`src/rtl/r_exec_unit_pkg.sv`:
```
// Shared definitions for the R-type execute/write-back stage:
// field constants, FSM encoding, ALU operation decode.
package r_exec_unit_pkg;

  localparam int DW   = 32;
  localparam int NREG = 32;
  localparam int AW   = 5;

  localparam logic [5:0] OP_RTYPE = 6'b000000;

  localparam logic [5:0] F_ADD  = 6'b100000;
  localparam logic [5:0] F_ADDU = 6'b100001;
  localparam logic [5:0] F_SUB  = 6'b100010;
  localparam logic [5:0] F_SUBU = 6'b100011;
  localparam logic [5:0] F_AND  = 6'b100100;
  localparam logic [5:0] F_OR   = 6'b100101;
  localparam logic [5:0] F_XOR  = 6'b100110;
  localparam logic [5:0] F_NOR  = 6'b100111;
  localparam logic [5:0] F_SLT  = 6'b101010;
  localparam logic [5:0] F_SLTU = 6'b101011;
  localparam logic [5:0] F_SLL  = 6'b000000;
  localparam logic [5:0] F_SRL  = 6'b000010;
  localparam logic [5:0] F_SRA  = 6'b000011;
  localparam logic [5:0] F_SLLV = 6'b000100;
  localparam logic [5:0] F_SRLV = 6'b000110;
  localparam logic [5:0] F_SRAV = 6'b000111;

  typedef enum logic [1:0] {
    ST_IDLE = 2'd0,
    ST_READ = 2'd1,
    ST_EXEC = 2'd2,
    ST_WB   = 2'd3
  } state_e;

  typedef enum logic [4:0] {
    ALU_ADD, ALU_ADDU, ALU_SUB, ALU_SUBU,
    ALU_AND, ALU_OR, ALU_XOR, ALU_NOR,
    ALU_SLT, ALU_SLTU,
    ALU_SLL, ALU_SRL, ALU_SRA,
    ALU_SLLV, ALU_SRLV, ALU_SRAV,
    ALU_ILL
  } alu_op_e;

  // Captured instruction fields
  typedef struct packed {
    logic [5:0]    op;
    logic [AW-1:0] rs;
    logic [AW-1:0] rt;
    logic [AW-1:0] rd;
    logic [4:0]    shamt;
    logic [5:0]    fn;
  } inst_t;

  // Map op_code/func to an ALU operation; anything unlisted is illegal
  function automatic alu_op_e alu_decode(input logic [5:0] op, input logic [5:0] fn);
    alu_op_e r;
    r = ALU_ILL;
    if (op == OP_RTYPE) begin
      case (fn)
        F_ADD:   r = ALU_ADD;
        F_ADDU:  r = ALU_ADDU;
        F_SUB:   r = ALU_SUB;
        F_SUBU:  r = ALU_SUBU;
        F_AND:   r = ALU_AND;
        F_OR:    r = ALU_OR;
        F_XOR:   r = ALU_XOR;
        F_NOR:   r = ALU_NOR;
        F_SLT:   r = ALU_SLT;
        F_SLTU:  r = ALU_SLTU;
        F_SLL:   r = ALU_SLL;
        F_SRL:   r = ALU_SRL;
        F_SRA:   r = ALU_SRA;
        F_SLLV:  r = ALU_SLLV;
        F_SRLV:  r = ALU_SRLV;
        F_SRAV:  r = ALU_SRAV;
        default: r = ALU_ILL;
      endcase
    end
    return r;
  endfunction

endpackage

```
`src/rtl/r_exec_unit_if.sv`:
```
// Instruction, preload, debug and write-back signals of r_exec_unit.
interface r_exec_unit_if #(parameter int DW = 32);
  logic          inst_valid;
  logic          inst_ready;
  logic [5:0]    op_code;
  logic [4:0]    rs_addr;
  logic [4:0]    rt_addr;
  logic [4:0]    rd_addr;
  logic [4:0]    shamt;
  logic [5:0]    func;
  logic          ld_en;
  logic [4:0]    ld_addr;
  logic [DW-1:0] ld_data;
  logic [4:0]    dbg_addr;
  logic [DW-1:0] dbg_data;
  logic          wb_valid;
  logic [4:0]    wb_addr;
  logic [DW-1:0] wb_data;
  logic          ZF;
  logic          OF;
  logic          ill;

  modport master (
    output inst_valid, op_code, rs_addr, rt_addr, rd_addr, shamt, func,
           ld_en, ld_addr, ld_data, dbg_addr,
    input  inst_ready, dbg_data, wb_valid, wb_addr, wb_data, ZF, OF, ill
  );

  modport slave (
    input  inst_valid, op_code, rs_addr, rt_addr, rd_addr, shamt, func,
           ld_en, ld_addr, ld_data, dbg_addr,
    output inst_ready, dbg_data, wb_valid, wb_addr, wb_data, ZF, OF, ill
  );
endinterface

```
`src/rtl/r_exec_unit_alu.sv`:
```
// Combinational R-type ALU: result, signed overflow (add/sub) and illegal flag.
module r_alu
  import r_exec_unit_pkg::*;
#(
  parameter int DW = 32
) (
  input  logic [DW-1:0] i_a,
  input  logic [DW-1:0] i_b,
  input  logic [4:0]    i_shamt,
  input  logic [5:0]    i_op_code,
  input  logic [5:0]    i_func,
  output logic [DW-1:0] o_result,
  output logic          o_of,
  output logic          o_ill
);

  alu_op_e       w_op;
  logic [DW-1:0] w_sum;
  logic [DW-1:0] w_diff;
  logic [4:0]    w_vsh;

  assign w_op   = alu_decode(i_op_code, i_func);
  assign w_sum  = i_a + i_b;
  assign w_diff = i_a - i_b;
  assign w_vsh  = i_a[4:0];

  // Operation select; illegal ops leave result at zero
  always_comb begin
    o_result = '0;
    o_of     = 1'b0;
    o_ill    = 1'b0;
    case (w_op)
      ALU_ADD: begin
        o_result = w_sum;
        o_of     = (i_a[DW-1] == i_b[DW-1]) && (w_sum[DW-1] != i_a[DW-1]);
      end
      ALU_ADDU: o_result = w_sum;
      ALU_SUB: begin
        o_result = w_diff;
        o_of     = (i_a[DW-1] != i_b[DW-1]) && (w_diff[DW-1] != i_a[DW-1]);
      end
      ALU_SUBU: o_result = w_diff;
      ALU_AND:  o_result = i_a & i_b;
      ALU_OR:   o_result = i_a | i_b;
      ALU_XOR:  o_result = i_a ^ i_b;
      ALU_NOR:  o_result = ~(i_a | i_b);
      ALU_SLT:  o_result = {{(DW-1){1'b0}}, ($signed(i_a) < $signed(i_b))};
      ALU_SLTU: o_result = {{(DW-1){1'b0}}, (i_a < i_b)};
      ALU_SLL:  o_result = i_b << i_shamt;
      ALU_SRL:  o_result = i_b >> i_shamt;
      ALU_SRA:  o_result = $unsigned($signed(i_b) >>> i_shamt);
      ALU_SLLV: o_result = i_b << w_vsh;
      ALU_SRLV: o_result = i_b >> w_vsh;
      ALU_SRAV: o_result = $unsigned($signed(i_b) >>> w_vsh);
      default:  o_ill    = 1'b1;
    endcase
  end

endmodule

```
`src/rtl/r_exec_unit.sv`:
```
// R-type execute/write-back stage: IDLE -> READ -> EXEC -> WB, one
// instruction per four clocks, with an inline 32-entry register file.
module r_exec_unit
  import r_exec_unit_pkg::*;
#(
  parameter int DW   = 32,
  parameter int NREG = 32
) (
  input  logic         clk,
  input  logic         Reset_n,
  r_exec_unit_if.slave bus
);

  state_e        r_state;
  state_e        w_state_nxt;
  inst_t         r_inst;
  logic [DW-1:0] r_a;
  logic [DW-1:0] r_b;
  logic [DW-1:0] r_result;
  logic          r_zf;
  logic          r_of;
  logic          r_ill;
  logic [AW-1:0] r_wb_addr;
  logic [DW-1:0] r_rf [NREG];

  logic [DW-1:0] w_alu_res;
  logic          w_alu_of;
  logic          w_alu_ill;
  logic          w_capture;
  logic          w_ld_we;
  logic          w_wb_we;
  logic          w_ready;
  logic          w_wb_valid;

  r_alu #(.DW(DW)) u_alu (
    .i_a       (r_a),
    .i_b       (r_b),
    .i_shamt   (r_inst.shamt),
    .i_op_code (r_inst.op),
    .i_func    (r_inst.fn),
    .o_result  (w_alu_res),
    .o_of      (w_alu_of),
    .o_ill     (w_alu_ill)
  );

  // Next state and per-state strobes; an instruction beats a same-cycle preload
  always_comb begin
    w_state_nxt = r_state;
    w_capture   = 1'b0;
    w_ld_we     = 1'b0;
    w_wb_we     = 1'b0;
    w_ready     = 1'b0;
    w_wb_valid  = 1'b0;
    case (r_state)
      ST_IDLE: begin
        w_ready = 1'b1;
        if (bus.inst_valid) begin
          w_capture   = 1'b1;
          w_state_nxt = ST_READ;
        end else if (bus.ld_en && (bus.ld_addr != '0)) begin
          w_ld_we = 1'b1;
        end
      end
      ST_READ: w_state_nxt = ST_EXEC;
      ST_EXEC: w_state_nxt = ST_WB;
      ST_WB: begin
        w_wb_valid  = 1'b1;
        w_wb_we     = (r_wb_addr != '0);
        w_state_nxt = ST_IDLE;
      end
      default: w_state_nxt = ST_IDLE;
    endcase
  end

  // State register
  always_ff @(posedge clk or negedge Reset_n) begin
    if (!Reset_n) r_state <= ST_IDLE;
    else          r_state <= w_state_nxt;
  end

  // Capture decoded fields on accept
  always_ff @(posedge clk or negedge Reset_n) begin
    if (!Reset_n) r_inst <= '0;
    else if (w_capture)
      r_inst <= '{op: bus.op_code, rs: bus.rs_addr, rt: bus.rt_addr,
                  rd: bus.rd_addr, shamt: bus.shamt, fn: bus.func};
  end

  // Operand latch; a WB write from the previous cycle is already in the file
  always_ff @(posedge clk or negedge Reset_n) begin
    if (!Reset_n) begin
      r_a <= '0;
      r_b <= '0;
    end else if (r_state == ST_READ) begin
      r_a <= r_rf[r_inst.rs];
      r_b <= r_rf[r_inst.rt];
    end
  end

  // Result/flag registers; they hold until the next EXEC.
  // Destination is zeroed when the write is suppressed (r0, add/sub overflow, illegal).
  always_ff @(posedge clk or negedge Reset_n) begin
    if (!Reset_n) begin
      r_result  <= '0;
      r_zf      <= 1'b0;
      r_of      <= 1'b0;
      r_ill     <= 1'b0;
      r_wb_addr <= '0;
    end else if (r_state == ST_EXEC) begin
      r_result  <= w_alu_res;
      r_zf      <= (w_alu_res == '0);
      r_of      <= w_alu_of;
      r_ill     <= w_alu_ill;
      r_wb_addr <= (w_alu_of || w_alu_ill) ? '0 : r_inst.rd;
    end
  end

  // Register file: preload in IDLE or write-back in WB; r0 is never written
  always_ff @(posedge clk or negedge Reset_n) begin
    if (!Reset_n) begin
      for (int i = 0; i < NREG; i++) r_rf[i] <= '0;
    end else if (w_ld_we) begin
      r_rf[bus.ld_addr] <= bus.ld_data;
    end else if (w_wb_we) begin
      r_rf[r_wb_addr] <= r_result;
    end
  end

  assign bus.inst_ready = w_ready && Reset_n;
  assign bus.wb_valid   = w_wb_valid;
  assign bus.wb_addr    = r_wb_addr;
  assign bus.wb_data    = r_result;
  assign bus.ZF         = r_zf;
  assign bus.OF         = r_of;
  assign bus.ill        = r_ill;
  assign bus.dbg_data   = (bus.dbg_addr == '0) ? '0 : r_rf[bus.dbg_addr];

endmodule

```
`src/flat_wrapper.sv`:
```
// flat-port wrapper written by rule: the top's interface ports become plain ports
module r_exec_unit_flat import r_exec_unit_pkg::*;
#(
  parameter int DW   = 32,
  parameter int NREG = 32
)
  (clk, Reset_n, bus_inst_valid, bus_op_code, bus_rs_addr, bus_rt_addr, bus_rd_addr, bus_shamt, bus_func, bus_ld_en, bus_ld_addr, bus_ld_data, bus_dbg_addr, bus_inst_ready, bus_dbg_data, bus_wb_valid, bus_wb_addr, bus_wb_data, bus_ZF, bus_OF, bus_ill);
  r_exec_unit_if #(.DW(DW)) bus_i ();
  input  logic clk;
  input  logic Reset_n;
  input wire logic [$bits(bus_i.inst_valid)-1:0] bus_inst_valid;
  input wire logic [$bits(bus_i.op_code)-1:0] bus_op_code;
  input wire logic [$bits(bus_i.rs_addr)-1:0] bus_rs_addr;
  input wire logic [$bits(bus_i.rt_addr)-1:0] bus_rt_addr;
  input wire logic [$bits(bus_i.rd_addr)-1:0] bus_rd_addr;
  input wire logic [$bits(bus_i.shamt)-1:0] bus_shamt;
  input wire logic [$bits(bus_i.func)-1:0] bus_func;
  input wire logic [$bits(bus_i.ld_en)-1:0] bus_ld_en;
  input wire logic [$bits(bus_i.ld_addr)-1:0] bus_ld_addr;
  input wire logic [$bits(bus_i.ld_data)-1:0] bus_ld_data;
  input wire logic [$bits(bus_i.dbg_addr)-1:0] bus_dbg_addr;
  output wire logic [$bits(bus_i.inst_ready)-1:0] bus_inst_ready;
  output wire logic [$bits(bus_i.dbg_data)-1:0] bus_dbg_data;
  output wire logic [$bits(bus_i.wb_valid)-1:0] bus_wb_valid;
  output wire logic [$bits(bus_i.wb_addr)-1:0] bus_wb_addr;
  output wire logic [$bits(bus_i.wb_data)-1:0] bus_wb_data;
  output wire logic [$bits(bus_i.ZF)-1:0] bus_ZF;
  output wire logic [$bits(bus_i.OF)-1:0] bus_OF;
  output wire logic [$bits(bus_i.ill)-1:0] bus_ill;
  assign bus_i.inst_valid = bus_inst_valid;
  assign bus_i.op_code = bus_op_code;
  assign bus_i.rs_addr = bus_rs_addr;
  assign bus_i.rt_addr = bus_rt_addr;
  assign bus_i.rd_addr = bus_rd_addr;
  assign bus_i.shamt = bus_shamt;
  assign bus_i.func = bus_func;
  assign bus_i.ld_en = bus_ld_en;
  assign bus_i.ld_addr = bus_ld_addr;
  assign bus_i.ld_data = bus_ld_data;
  assign bus_i.dbg_addr = bus_dbg_addr;
  assign bus_inst_ready = bus_i.inst_ready;
  assign bus_dbg_data = bus_i.dbg_data;
  assign bus_wb_valid = bus_i.wb_valid;
  assign bus_wb_addr = bus_i.wb_addr;
  assign bus_wb_data = bus_i.wb_data;
  assign bus_ZF = bus_i.ZF;
  assign bus_OF = bus_i.OF;
  assign bus_ill = bus_i.ill;
  r_exec_unit #(.DW(DW), .NREG(NREG)) u_core (.clk(clk), .Reset_n(Reset_n), .bus(bus_i));
endmodule
```
`config.mk`:
```
export PLATFORM = sky130hd
export DESIGN_NAME = r_exec_unit_flat
export DESIGN_NICKNAME = d
export VERILOG_FILES = /design/src/rtl/r_exec_unit_pkg.sv /design/src/rtl/r_exec_unit_if.sv /design/src/rtl/r_exec_unit_alu.sv /design/src/rtl/r_exec_unit.sv /design/src/flat_wrapper.sv
export SDC_FILE = /design/constraint.sdc
export NUM_CORES = 2
export LEC_CHECK = 0
export CORE_ASPECT_RATIO = 1.75
export CORE_UTILIZATION = 55
export DETAILED_ROUTE_END_ITERATION = 8
export PLACE_DENSITY = 0.71
export SYNTH_ARGS = -nofsm -noshare
export SYNTH_HDL_FRONTEND = slang
export SYNTH_SLANG_ARGS = --single-unit
export TNS_END_PERCENT = 30
```
`constraint.sdc`:
```
create_clock -name clk -period 4.35 [get_ports clk]
set_input_delay 0.435 -clock clk [delete_from_list [all_inputs] [get_ports clk]]
set_output_delay 0.435 -clock clk [all_outputs]
set_load 0.01 [all_outputs]
```
==> metrics.txt, run 1 <==
post-synth top area cell dfrtp_1; Mapped Cells approximately 8,500; Clock Sinks around 1,200; I/O Buffers 151; Clock Tree Buf Depth 3; pin count of the biggest net entering global routing 166; die width 301.9 um; number of buffers created by CTS ~110; syn nets around 8,600; sequential fraction of the synthesis area ~34%; Synth Cell Area about 87,000 um^2; Async SR Flop Fraction 100.0%; average instance area after synthesis between 10 and 15 um^2; Yosys cell types 102; EDFF count, synth 0; num rows 192; die span in y 526.9 um; Synth area leaders dfrtp_1 (34%), mux4_2 (25%), a22oi_1 (8.9%); register bit total from synthesis between 1,000 and 1,500; initial cell density of the core roughly 55%; Ys Warns 0; CTS root buf clkbuf_16; num ports ~150; RD Place Congestion around 1.2; GRT Overall Usage between 60 and 70%; dominant synthesized flop cell dfrtp_1; failing step 5_1_grt; GRT overflow 3; status did not finish; Stop Error [ERROR GRT-0232] Routing congestion too high. Check the congestion heatmap in the GUI.; Synth top area share about a third; post-DP HPWL 339,700 um; CTS H-tree lvls 3; placed insts 10,880
[cells in the mapped netlist (all sizes together), types with 46 or more instances]
master	number
a211oi	51
a21oi	799
a22o	46
a22oi	1030
a311oi	48
and2	79
buf	237
clkbuf	846
dfrtp	1162
ha	104
inv	103
mux2	57
mux2i	193
mux4	966
nand2	609
nand3	58
nor2	892
nor3	79
o211ai	53
o21ai	529
[kinds of logic after synthesis]
logic type / share of synthesized area, %
DFF: 33.58
adders and majority gates: 1.549
buffers and inverters: 5.357
and+or+nand+nor: 9.124
AOI/OAI and AO/OA: 22.05
muxes: 28.10
xor gates and xnor gates: 0.2327
[routing by layer]
| metal | overflow | GRT usage [%] |
|---|---|---|
| met1 | 0 | 64.76 |
| met2 | 1 | 90.12 |
| met3 | 0 | 48.66 |
| met4 | 2 | 72.44 |
| met5 | 0 | 22.48 |
[what timing repair did]
item                                    CTS
hold buffers                              1
pin swaps                                49
setup buffers                            26
endpoints found under the setup margin   34
resized for setup                       192
cloned                                    2
hold endpoints to repair                 46
[through the flow]
stage / worst slack, ps / TNS [ps] / cell area, um^2 / hold WS [ps]
CTS: -991.9 / -2915 / 103900 / 235.7
floorplan: 17.59 / 0 / 86620 / 139.4
global placement: -2004 / -15600 / 98810 / 392.3
detailed placement: -1900 / -13470 / 98820 / 401.6
==> run 2: changes to the inputs <==
--- a/config.mk
+++ b/config.mk
@@ -5,10 +5,9 @@
 export SDC_FILE = /design/constraint.sdc
 export NUM_CORES = 2
 export LEC_CHECK = 0
-export CORE_ASPECT_RATIO = 1.75
-export CORE_UTILIZATION = 55
+export CORE_UTILIZATION = 40
 export DETAILED_ROUTE_END_ITERATION = 8
-export PLACE_DENSITY = 0.71
+export PLACE_DENSITY_LB_ADDON = 0.15
 export SYNTH_ARGS = -nofsm -noshare
 export SYNTH_HDL_FRONTEND = slang
 export SYNTH_SLANG_ARGS = --single-unit
==> constraint.sdc (replaced) <==
create_clock -name clk -period 5.65 [get_ports clk]
set_input_delay 0.565 -clock clk [delete_from_list [all_inputs] [get_ports clk]]
set_output_delay 0.565 -clock clk [all_outputs]
set_load 0.01 [all_outputs]
==> metrics.txt, run 2 <==
status completed (was did not finish); Synth top area share 33.58% (unchanged); num ports 152 (unchanged); crit path DAT ~6300 ps; count leader, synth dfrtp_1 (unchanged); initial cell density of the core 40.30% (was 55.37%); # setup viols final 0; Slew @ Worst Pin around 1400 ps; post-DP HPWL 328,400 um (was 339,700 um); Final period util a little over nine tenths; syn nets 8,646 (unchanged); drt first pass iters 7; post-synth top area cell dfrtp_1 (unchanged); Mapped Cells 8,462 (unchanged); Worst setup SP type register; Clock Pin Slew Worst Setup and Hold Paths 70 ps; Vias roughly 84,000; sequential fraction of the synthesis area 33.58% (unchanged); DIE AREA between 200,000 and 250,000 um^2; register bit total from synthesis 1,162 (unchanged); Final Max Slew Viols 0; pin count of the biggest net entering global routing between 150 and 200; Vias per Instance 7.330; Worst-Skew Late Latency 860 ps; unrepaired setup endpoints after global routing no; number of global-route vias before repair ~81,000; average instance area after synthesis 10.23 um^2 (unchanged); CTS root buf clkbuf_16 (unchanged); Biggest register u_core.r_rf; die width 467.3 um (was 301.9 um); most frequent cells in the layout dfrtp_1 (1,151), a22oi_1 (1,022), mux4_2 (966), nor2_1 (838), a21oi_1 (793); Worst Skew around 44 ps; area of the core approximately 210,000 um^2; Routed WL per cell between 40 and 50 um; Crit Path Max Fanout 11; final worst path period need roughly 5500 ps; die span in y 467.3 um (was 526.9 um); final core utilization 46.76%; DRC 0; placed insts 11,190 (was 10,880); RD Place Congestion 1.102 (was 1.156); WL final slightly below 500,000 um; P&R area growth vs syn 16.02%; commonest non-fill, non-tap cell in the layout dfrtp_1; Cell Area, Placed 95,510 um^2 (was 98,820 um^2); Synth Cell Area 86,590 um^2 (unchanged); crit path kind reg2reg; Clock Tree Buf Depth 3 (unchanged); max FFs per register between 1,000 and 1,500; Hold WC Path Type in2async; Pwr Density 499.5 nW/um^2; max-cap violations 0; Ys Warns 0 (unchanged); Synth area leaders dfrtp_1 (34%), mux4_2 (25%), a22oi_1 (8.9%) (unchanged); Final #Nets 8,684; CTS H-tree lvls 4 (was 3); EDFF count, synth 0 (unchanged); Hold Fails Final Rpt 0; CTS tree yes; CP endpoint kind register; dominant synthesized flop cell dfrtp_1 (unchanged); Clock Sinks 1,162 (unchanged); number of buffers created by CTS 144 (was 109); Yosys cell types 102 (unchanged); Routed Antenna Nets 0; top cells by instance count after synthesis dfrtp_1 (1,162), a22oi_1 (1,030), mux4_2 (966), nor2_1 (888), clkbuf_1 (846) (unchanged); Required @ worst endpoint 6450 ps; final instance area about 100,000 um^2; leak pwr around 39 nW; I/O Buffers 151 (unchanged); Non-Filler Instances 11,460; initial antenna violation count 34; worst vdd ir just over 0.4 mV; 1st-iter DRT viols 12,370; GRT overflow 0; FMAX approximately 0.18 GHz; first-pass GRT wire length about 670,000 um; ratio of cells with drive above 1 in the final layout between 20% and 30%; GRT Overall Usage 44.30%; Async SR Flop Fraction 100.0% (unchanged); Slew headroom under 10%; num rows 170 (was 192)
-- run 2: metal layers --
metal  routed length [um]  share of wire [%]  GRT usage (%)  up-vias
met5                  216              0.044         0.5490        -
met4                46830                9.6          35.54       18
met3                58820                 12          14.89     1935
met2               212100                 43          65.18     6614
met1               170900                 35          52.85    42550
li1                     -                  -              -    32900
-- run 2: worst max-delay path: stages (launching register included) --
cell	delay [ps]
dfrtp_1	390
or4_4	600
a2111oi_4	350
nand4_1	290
buf_4	270
buf_4	180
nand2_1	140
buf_4	140
buf_4	200
nor2_1	90
buf_4	150
a2bb2oi_2	180
buf_12	140
o221ai_1	130
or3_1	410
a2111oi_4	280
nand4b_1	140
nand4b_1	340
or4_4	520
nor4_2	280
a32o_1	210
-- run 2: cell type report --
class	count	area, um^2
clock buffers	194	3983
diodes	22	55.05
fillers	19890	114400
clock inverters	55	835.8
well taps	2838	3551
flip-flops and latches	1162	29110
inverters	104	390.4
repair buffers	975	8780
multi-input cells	6113	53750
-- run 2: worst paths after layout --
check	from	slack (ps)	endpoint	cells after the start
max in group asynchronous	Reset_n	3510	u_core.r_rf[299]	4
hold / removal	Reset_n	260	u_core.r_b[27]	2
hold reg to reg	u_core.r_rf[1021]	420	u_core.r_rf[1021]	0
setup reg to reg	u_core.r_inst[29]	120	u_core.bus.ZF	20
setup / recovery	u_core.r_inst[29]	120	u_core.bus.ZF	20
min in group clk	bus_rt_addr[3]	330	u_core.r_inst[19]	2
-- run 2: where the power goes --
group / total, W / switching, W / internal [W]
clock: 0.00977 / 0.00414 / 0.00562
sequential: 0.0121 / 0.00227 / 0.00982
combinational: 0.0283 / 0.0169 / 0.0114
total: 0.0502 / 0.0233 / 0.0269
-- run 2: timing repair --
item | in CTS | in global routing
buffers inserted | 0 | 1
pin swaps | 1 | 2
hold buffers | 1 | 0
setup endpoints to repair | 1 | 2
resized for setup | 4 | 8
hold endpoints to repair | 88 | 0
cloned | 0 | 0
-- run 2: kinds of logic (layout without fill, tap and decap cells) --
logic type	count (synthesis)	after routing	share of synthesized area [%]
buf+inv	1187	1328	5.357
mux	1216	1216	28.10
flops	1162	1162	33.58
xor+xnor	23	23	0.2327
compound gates	2907	2907	22.05
simple gates	1861	1861	9.124
fa+ha+maj	106	106	1.549
other cells	0	22	0
-- run 2: through the flow --
step	setup TNS, ps	total power, W	hold WS (ps)	worst slack [ps]
2_1_floorplan	0	0.02677	269.4	1126
3_3_place_gp	-125.2	0.03940	393.5	-125.2
3_5_place_dp	-92.29	0.03946	403.0	-92.29
4_1_cts	0	0.04927	290.3	12.28
5_1_grt	0	0.05161	320.7	0.4445
6_report	0	0.05018	264.5	123.6
Note: power is estimated with default switching activity, not from simulation.
